File: src/rtl/dmem_arbiter.sv
// Two-port arbiter for the shared single-port DMEM: fixed priority to port 0,
// with a starvation counter that forces a port-1 grant after STARVE_LIMIT losses.

module dmem_arbiter_rport #(
  parameter int DATA_WIDTH = 32
) (
  input  logic                  clk,
  input  logic                  reset,
  input  logic                  own_d,
  input  logic [DATA_WIDTH-1:0] mem_rdata_i,
  output logic                  rvalid_o,
  output logic [DATA_WIDTH-1:0] rdata_o
);
  logic                  own_q;
  logic [DATA_WIDTH-1:0] hold_q;

  always_ff @(posedge clk or posedge reset) begin
    if (reset) begin
      own_q  <= 1'b0;
      hold_q <= '0;
    end else begin
      own_q <= own_d;
      if (own_q) hold_q <= mem_rdata_i;
    end
  end

  // Owner sees the memory output directly; otherwise the last returned word is held.
  assign rvalid_o = own_q;
  assign rdata_o  = own_q ? mem_rdata_i : hold_q;
endmodule

module dmem_arbiter #(
  parameter int ADDR_WIDTH   = 10,
  parameter int DATA_WIDTH   = 32,
  parameter int STARVE_LIMIT = 4
) (
  input  logic                    clk,
  input  logic                    reset,
  input  logic                    p0_valid,
  input  logic                    p0_we,
  input  logic [ADDR_WIDTH-1:0]   p0_addr,
  input  logic [DATA_WIDTH-1:0]   p0_wdata,
  input  logic [DATA_WIDTH/8-1:0] p0_wmask,
  output logic                    p0_ready,
  output logic                    p0_rvalid,
  output logic [DATA_WIDTH-1:0]   p0_rdata,
  input  logic                    p1_valid,
  input  logic                    p1_we,
  input  logic [ADDR_WIDTH-1:0]   p1_addr,
  input  logic [DATA_WIDTH-1:0]   p1_wdata,
  input  logic [DATA_WIDTH/8-1:0] p1_wmask,
  output logic                    p1_ready,
  output logic                    p1_rvalid,
  output logic [DATA_WIDTH-1:0]   p1_rdata,
  output logic                    mem_en,
  output logic                    mem_we,
  output logic [ADDR_WIDTH-1:0]   mem_addr,
  output logic [DATA_WIDTH-1:0]   mem_wdata,
  output logic [DATA_WIDTH/8-1:0] mem_wmask,
  input  logic [DATA_WIDTH-1:0]   mem_rdata
);
  localparam int MW = DATA_WIDTH / 8;
  localparam logic [7:0] LIM = 8'(STARVE_LIMIT);

  typedef struct packed {
    logic                  we;
    logic [ADDR_WIDTH-1:0] addr;
    logic [DATA_WIDTH-1:0] wdata;
    logic [MW-1:0]         wmask;
  } req_t;

  req_t [1:0]                  req;
  req_t                        sel;
  logic [1:0]                  valid, grant, rd_owner_d, rvalid;
  logic [1:0][DATA_WIDTH-1:0]  rdata;
  logic [7:0]                  starve_q, starve_d;

  assign valid  = {p1_valid, p0_valid};
  assign req[0] = '{we: p0_we, addr: p0_addr, wdata: p0_wdata, wmask: p0_wmask};
  assign req[1] = '{we: p1_we, addr: p1_addr, wdata: p1_wdata, wmask: p1_wmask};

  always_comb begin
    grant = '0;
    if (!reset) begin
      if (&valid) grant = (starve_q == LIM) ? 2'b10 : 2'b01;
      else        grant = valid;
    end
  end

  // Only a port-0 win against a waiting port 1 advances the count; anything else clears it.
  always_comb begin
    starve_d = '0;
    if (grant[0] && valid[1]) starve_d = (starve_q == LIM) ? starve_q : starve_q + 8'd1;
  end

  always_ff @(posedge clk or posedge reset) begin
    if (reset) starve_q <= '0;
    else       starve_q <= starve_d;
  end

  always_comb begin
    sel = '0;
    if (grant[1])      sel = req[1];
    else if (grant[0]) sel = req[0];
  end

  assign p0_ready  = grant[0];
  assign p1_ready  = grant[1];
  assign mem_en    = |grant;
  assign mem_we    = sel.we;
  assign mem_addr  = sel.addr;
  assign mem_wdata = sel.wdata;
  assign mem_wmask = sel.wmask;

  for (genvar p = 0; p < 2; p++) begin : g_port
    assign rd_owner_d[p] = grant[p] & ~req[p].we;
    dmem_arbiter_rport #(.DATA_WIDTH(DATA_WIDTH)) u_rport (
      .clk        (clk),
      .reset      (reset),
      .own_d      (rd_owner_d[p]),
      .mem_rdata_i(mem_rdata),
      .rvalid_o   (rvalid[p]),
      .rdata_o    (rdata[p])
    );
  end

  assign p0_rvalid = rvalid[0];
  assign p1_rvalid = rvalid[1];
  assign p0_rdata  = rdata[0];
  assign p1_rdata  = rdata[1];
endmodule

File: config.mk
export PLATFORM = sky130hd
export DESIGN_NAME = dmem_arbiter
export DESIGN_NICKNAME = d
export VERILOG_FILES = /design/src/rtl/dmem_arbiter.sv
export SDC_FILE = /design/constraint.sdc
export NUM_CORES = 1
export LEC_CHECK = 0
export CAP_MARGIN = 20
export CORE_AREA = 2 2 97 109
export CTS_CLUSTER_SIZE = 40
export DETAILED_ROUTE_END_ITERATION = 7
export DIE_AREA = 0 0 99 111
export PLACE_DENSITY = 0.8
export SETUP_SLACK_MARGIN = 0.3
export SKIP_LAST_GASP = 1
export SYNTH_ARGS = -nofsm -noshare
export SYNTH_HDL_FRONTEND = slang
export SYNTH_SLANG_ARGS = --single-unit
File: constraint.sdc
create_clock -name clk -period 3.1 [get_ports clk]
set_input_delay 0.775 -clock clk [delete_from_list [all_inputs] [get_ports clk]]
set_output_delay 0.775 -clock clk [all_outputs]
set_load 0.02 [all_outputs]
Word-level counts from Yosys, hierarchy flattened
Cells that the tools add are included.

word-level totals
  register bits = 74
  input bits = 130
  output and inout port bits = 116
  word-level logic and storage cells = 24

operators by class
  add/subtract/negate cells = 1
  eq/ne operators = 2
  multiplexer cells = 9
  bitwise operators = 4
  reductions and logical operators = 3

operator list
  operator                                        count
  2-to-1 mux 47 bit                               2
  2-to-1 mux 32 bit                               2
  2-to-1 mux 8 bit                                2
  adder 8 x 1 -> 8 bit (second input constant)    1
  == test 8 x 3 -> 1 bit (second input constant)  1
  2-to-1 mux 2 bit                                3
  bitwise AND 1 bit                               2
  inequality test 2 bit (second input constant)   1
  NOT 1 bit                                       2
  AND reduction 2 bit                             1
  OR reduction 2 bit                              1
  logical AND 1 bit                               1

Longest topological paths before layout
Gate-level depths: netlist of run 1.

  depth in word-level cells = 6
  gate-level depth with buffers = 7
  mapped depth without buffers = 5

Modules after synthesis
From an unflattened synthesis of run 1, not the netlist that was laid out.

unflattened totals
  cells, all modules = 253
  area total of the unflattened synthesis = 3743.6 um^2

modules (own cells, without submodules)
  module              instances  cells each  area an instance (um^2)  sequential area each (um^2)
  dmem_arbiter_rport  2          70          1373.8                   825.8
  dmem_arbiter        1          113         996.0                    200.2

Worst setup path before layout of run 1
OpenSTA, ideal clock, no wires.

  path kind = flip-flop to output port
  start point = register starve_q[0]
  end point = output mem_addr[2]
  arrival time = 1.968 ns
  required time = 2.325 ns
  slack = 0.357 ns
  cell stages (with the launch flop) = 7
  buffers on the path = 1
  path through = dfrtp_1 inv_1 ha_1 or4b_4 o31a_1 clkbuf_1 a32o_1

on the way
  word-level cells in the longest chain between the ends = 6

ends and longest elaborated chain
  item                           RTL line  text
  start, declared                76        logic [7:0] starve_q, starve_d;
  start signal, assigned         98        else starve_q <= starve_d;
  == test 8 x 3 -> 1 bit         85        if (&valid) grant = (starve_q == LIM) ? 2'b10 : 2'b01;
  2-to-1 mux 2 bit (2 in a row)  85
  2-to-1 mux 2 bit               84        if (!reset) begin
  net p0_ready                   44        output logic p0_ready,
  2-to-1 mux 47 bit              104       else if (grant[0]) sel = req[0];
  2-to-1 mux 47 bit              103       if (grant[1]) sel = req[1];
  end, declared                  57        output logic [ADDR_WIDTH-1:0] mem_addr,

The timed path passes the listed nets, and every way through them passes these cells.

Final worst setup path of run 1
  start point = register starve_q[0]
  end point = output mem_addr[1]

on the way
  word-level cells in the longest chain between the ends = 6

ends and longest elaborated chain
  item                             RTL line
  == test 8 x 3 -> 1 bit *         85
  2-to-1 mux 2 bit * (2 in a row)  85
  2-to-1 mux 2 bit *               84
  2-to-1 mux 47 bit                104
  2-to-1 mux 47 bit *              103

Mark *: on every way between the ends. The rest lies on a longest branch, timed or not.

==> reports/results.tsv, run 1 <==
metric	value	unit
outcome	finished, final reports clean	
drc	0	
async_flop_share	100	%
final_cells	640	
grt_pass1_vias	3597	
dieArea	11000	um2
power.switching	1000	uW
ir_worst_vdd	0.287	mV
synth_edf_count	0	
cts_sinks	74	
slew_viol_final	0	
fin_area	6310	um2
multi_input_area	1460	um2
timing.final.hold_violations	0	
nFillCells	839	
finalNetCount	644	
clkPwrFrac	29.0	%
rsz0062_at_grt	yes	
ys_seq_area_share	54.5	%
finalCritPeriodShare	98.9	%
synth_cells	250	
die_w	99	um
comb_power_share	35.0	%
wl_per_cell	20.0	um
power.leakage	0.00301	uW
cts_root_buffer	clkbuf_16	
hp-class	flip-flop to flip-flop	
io_pins	246	
required	2320	ps
r2r_setup_slack	1010	ps
crit_arrival	2290	ps
setup-violations-final	0	
vias_per_cell	5.19	
swShare	30.7	%
drive_gt1_share	31.9	%
tns	0	ps
min_to	g_port[0].u_rport.hold_q[14]	
final_antenna_net_count	0	
drt-total-wl	12800	um
grt_use_total	23.5	%
clkLatencyLatePin	330	ps
drv_cap	0	
core	10000	um2
overflow	0	
cts.path.max_buffers	2	
io_buffers	245	
synth_top_cell_by_area	dfrtp_1	
p_per_area	519	nW/um2
synth_flop_cell	dfrtp_1	
holdWs	491	ps
tightest_slew	578	ps
path_clk_slew	60	ps
seqCellArea	1850	um2
placed_cell_area	6170	um2
rows	39	
grt_pass1_wl	19600	um
drtPass1Iterations	4	
antenna_found_initial	0	
fmax	0.326	GHz
pre_cts_ws	-314	ps
synth_area	3400	um2
worstHoldPathCells	1	
finalWeightedCongestion	0.858	
placedCellCount	620	
worstReg2RegStart	starve_q[0]	
grt_max_degree	47	
reg2reg_depth	7	
vias	3319	
numCtsBuffers	9	
finClkSkew	4.71	ps
fin_crit	3070	ps
intPower	2270	uW
slew_headroom	61.3	%
tritoncts	yes	
area_delta_synth_final	85.7	%
start_util	34.0	%
startpoint_type	flip-flop	
yosys_warnings	0	
r2r_end	starve_q[7]	
synth_cell_types	28	
setup_ws	34.9	ps
worstHoldStart	g_port[0].u_rport.hold_q[14]	
dieHeight	111	um
htreeDepth	3	
synth_top_area_share	54.5	%
dp_hpwl	10000	um
diodes	0	
avgSynthCellArea	13.6	um2
path_max_fanout	32	
syn-num-nets	382	
critPathKind	flip-flop to primary output	
synth_seq_cells	74	
endpoint_kind	primary output	
drt-initial-drc-count	148	
power_frac_seq	36.0	%
synthTopCellsByArea	dfrtp_1 (55%), mux2_2 (21%), a32o_1 (14%)	
==> per-layer routing <==
layer  up-vias  wire, um  GRT usage [%]
met5         -         0              0
met4         0       371           8.77
met3        26      1080           6.31
met2       173      6510           39.8
met1      1622      4860           28.4
li1       1498         -              -
==> registers in the layout, summed over array words and instances (netlist names) <==
register	flops
g_port.u_rport.hold_q	64
starve_q	8
g_port.u_rport.rvalid_o	2
==> cells in the final DEF, fill, tap and decap left out, types with 3 or more instances in the layout <==
cell type	synthesis	routed
buf_4	0	29
buf_12	0	5
a21oi_1	3	3
inv_1	4	3
buf_2	5	42
dfrtp_1	74	73
dlygate4sd2_1	0	35
a32o_1	47	47
nand3_1	3	3
clkbuf_16	0	9
mux2_2	64	64
clkdlybuf4s50_1	0	132
nor2_1	6	6
or3_1	3	3
dlymetal6s2s_1	0	30
o21ai_0	3	3
==> power groups by stage <==
stage | clock [uW] | combinational [uW] | sequential, uW
after floorplan | 0 | 589 | 1180
after detailed placement | 0 | 1270 | 1200
final | 948 | 1150 | 1180
after global placement | 0 | 1250 | 1190
after CTS | 983 | 1170 | 1180
after global routing | 1020 | 1210 | 1200
==> kinds of logic after synthesis <==
| logic type | Yosys count | share of synthesized area [%] |
|---|---|---|
| DFF | 74 | 54.5 |
| muxes | 64 | 21.2 |
| AOI/OAI and AO/OA | 57 | 15.6 |
| buffers and inverters | 27 | 3.39 |
| and+or+nand+nor | 23 | 3.79 |
| xor gates and xnor gates | 3 | 0.774 |
| adders and majority gates | 2 | 0.737 |
==> cell usage after synthesis, types with 2 or more instances <==
library cell  number
a32o_1            47
or3_1              3
mux2_2            64
nor2_1             6
nand2_1            2
nand3_1            3
dfrtp_1           74
ha_1               2
buf_1              6
o21ai_0            3
clkbuf_1          11
inv_1              4
buf_2              5
a21oi_1            3
xor2_1             2
nor2b_1            3
==> layout make-up <==
| class | count | share of cell area (%) |
|---|---|---|
| clock inverters | 6 | 0.674 |
| flip-flops and latches | 74 | 29.4 |
| repair buffers | 274 | 40.3 |
| well taps | 123 | 2.44 |
| inverters | 4 | 0.238 |
| multi-input cells | 149 | 23.2 |
| clock buffers | 10 | 3.79 |
==> metrics by stage <==
step,util [%],power [uW]
5_1_grt,63.1,3430
3_5_place_dp,61.7,2470
4_1_cts,62.1,3340
6_report,63.1,3270
2_1_floorplan,-,1770
3_3_place_gp,61.7,2440
==> repair_timing <==
action	4_1_cts	5_1_grt
cloned	0	0
pin swaps	3	1
resized for setup	232	36
buffers inserted	3	1
hold buffers	0	0
setup endpoints to repair	97	79
endpoints found under the hold margin	0	0
==> critical path, cell delays in order (launching register included) <==
cell,delay (ps)
dfrtp_1,380
inv_1,60
ha_1,130
or4b_4,510
o31a_4,320
buf_12,170
a32o_1,220
buf_2,160
==> worst max-delay path by stage <==
stage	slack [ps]	end	startpoint
final	30	mem_addr[1]	starve_q[0]
after global routing	-30	mem_addr[1]	starve_q[0]
after CTS	30	mem_addr[1]	starve_q[0]
after detailed placement	-310	mem_wdata[31]	p1_valid
after global placement	-330	mem_wdata[31]	p1_valid
after floorplan	360	mem_addr[2]	starve_q[0]
(Power assumes the default switching activity.)
==> inputs of run 2 (changes only) <==
Settings changed: CORE_AREA 2 2 97 109 to 2 2 95 106, DIE_AREA 0 0 99 111 to 0 0 97 108, PLACE_DENSITY 0.8 to 0.84.
Clock period 3.1 ns to 3.75 ns, I/O delays scaled along.
==> reports/results.tsv, run 2 (synthesized netlist as in run 1, its figures left out) <==
metric	value	unit	change
rsz0062_at_grt	no		
fmax	0.294	GHz	
utilization	67.3	%	+4.2 points
ir_worst_vdd	0.216	mV	-25%
cts_root_buffer	clkbuf_8		
endpoint_kind	primary output		
hp-class	flip-flop to flip-flop		
htreeDepth	3		unchanged
finalWeightedCongestion	0.842		-1.9%
io_pins	246		unchanged
vias	3286		-0.99%
numCtsBuffers	9		unchanged
grt_use_total	26.0	%	+2.6 points
path_max_fanout	10		-69%
dp_hpwl	10900	um	+8.8%
required	2810	ps	+490 ps
dieHeight	108	um	-2.7%
slew_headroom	62.6	%	+1.3 points
path_clk_slew	70	ps	about the same
core	9310	um2	-7.0%
mostFrequentLayoutCells	clkdlybuf4s50_1 (196), dfrtp_1 (74), mux2_2 (64)		
area_delta_synth_final	84.3	%	
drt-initial-drc-count	164		+11%
setup-violations-final	0		unchanged
start_util	36.5	%	+2.5 points
critPathKind	primary input to primary output		
r2r_end	g_port[0].u_rport.rvalid_o		
drv_cap	0		unchanged
fin_crit	3400	ps	
overflow	0		unchanged
startpoint_type	primary input		
top_register	g_port.u_rport.hold_q		
cp_cell_sequence	clkdlybuf4s50_1 -> inv_1 -> o31a_4 -> buf_4 -> a32o_2 -> buf_12		
finClkSkew	20.0	ps	+15.3 ps
reg2reg_depth	6		-1
placed_cell_area	6130	um2	-0.73%
drtPass1Iterations	4		unchanged
power.leakage	0.00264	uW	-12%
cp-startpoint	p1_valid		
tightest_slew	559	ps	-19.3 ps
cts.path.max_buffers	2		unchanged
dieArea	10500	um2	-4.7%
fin_area	6260	um2	-0.75%
final_antenna_net_count	0		unchanged
die_w	97	um	-2.0%
cts_sinks	74		unchanged
finalCritPeriodShare	90.7	%	
grt_max_degree	65		+38%
outcome	finished, final reports clean		
slew_viol_final	0		unchanged
drive_gt1_share	30.5	%	-1.4 points
io_buffers	245		unchanged
drt-total-wl	13800	um	+7.9%
timing.final.hold_violations	0		unchanged
largest_register_ff_count	64		unchanged
p_per_area	450	nW/um2	-13%
drc	0		unchanged
crit_arrival	2460	ps	+170 ps
r2r_setup_slack	1840	ps	+830 ps
slowest_stage	clkdlybuf4s50_1		
worstReg2RegStart	starve_q[0]		
tns	0	ps	unchanged
tritoncts	yes		
clkLatencyLatePin	340	ps	about the same
rows	37		-5.1%
final_common_cell	clkdlybuf4s50_1		
grt_pass1_wl	20700	um	+5.6%
grt_pass1_vias	3486		-3.1%
antenna_found_initial	3		+3
finalNetCount	633		-1.7%
max_stage_delay	480	ps	-30 ps
endpoint	mem_wdata[31]		
vias_per_cell	5.27		+1.7%
wl_per_cell	22.2	um	+11%
-- run 2: per-stage QoR --
stage          setup WS [ps]  power (uW)  instances  hold slack, ps
5_1_grt                  303        2940        622             513
4_1_cts                  219        2850        621             502
3_3_place_gp            2.96        2020        604             480
2_1_floorplan            784        1460        250             494
6_report                 348        2820        623             496
3_5_place_dp           -7.03        2040        604             485
-- run 2: cell type report --
class,instances,area (um2)
antenna,1,2.50
clock buffer,9,124
clock inverter,6,138
fill,711,3040
inverter,4,15.0
multi-input combinational,149,1460
sequential,74,1850
tap,117,146
timing repair buffer,263,2520
-- run 2: where the power goes --
group / internal [uW] / switching (uW) / leakage (uW)
registers: 938 / 35.3 / 0.000900
clock network: 511 / 300 / 0.000130
logic: 547 / 485 / 0.00161
total: 2000 / 820 / 0.00264
-- run 2: routing by layer --
| layer | part of all wire [%] | up-vias | global-route usage [%] | wire (um) |
|---|---|---|---|---|
| met5 | 0.094 | - | 0 | 13 |
| met4 | 0.56 | 2 | 4.93 | 78 |
| met3 | 11 | 8 | 12.0 | 1510 |
| met2 | 50 | 185 | 45.0 | 6870 |
| met1 | 39 | 1613 | 30.2 | 5350 |
| li1 | - | 1478 | - | - |
-- run 2: how the worst min path moves through the flow --
stage,startpoint,endpoint,cells after the start
floorplan,starve_q[0],starve_q[0],1
global placement,g_port[1].u_rport.hold_q[24],g_port[1].u_rport.hold_q[24],1
detailed placement,g_port[0].u_rport.hold_q[1],g_port[0].u_rport.hold_q[1],1
CTS,g_port[1].u_rport.hold_q[23],g_port[1].u_rport.hold_q[23],1
global route,g_port[0].u_rport.hold_q[31],g_port[0].u_rport.hold_q[31],1
finish,g_port[1].u_rport.hold_q[23],g_port[1].u_rport.hold_q[23],1
-- run 2: timing repair --
| action | CTS | global route |
|---|---|---|
| cloned | 0 | 1 |
| resized for setup | 130 | 24 |
| hold buffers | 0 | 0 |
| setup endpoints to repair | 42 | 22 |
| endpoints found under the hold margin | 0 | 0 |
| buffers inserted | 2 | 0 |
-- run 2: critical path, delay by kind of cell --
| kind | cells | cell delay, ps |
|---|---|---|
| AOI/OAI and AO/OA | 2 | 650 |
| buffers and inverters | 4 | 860 |
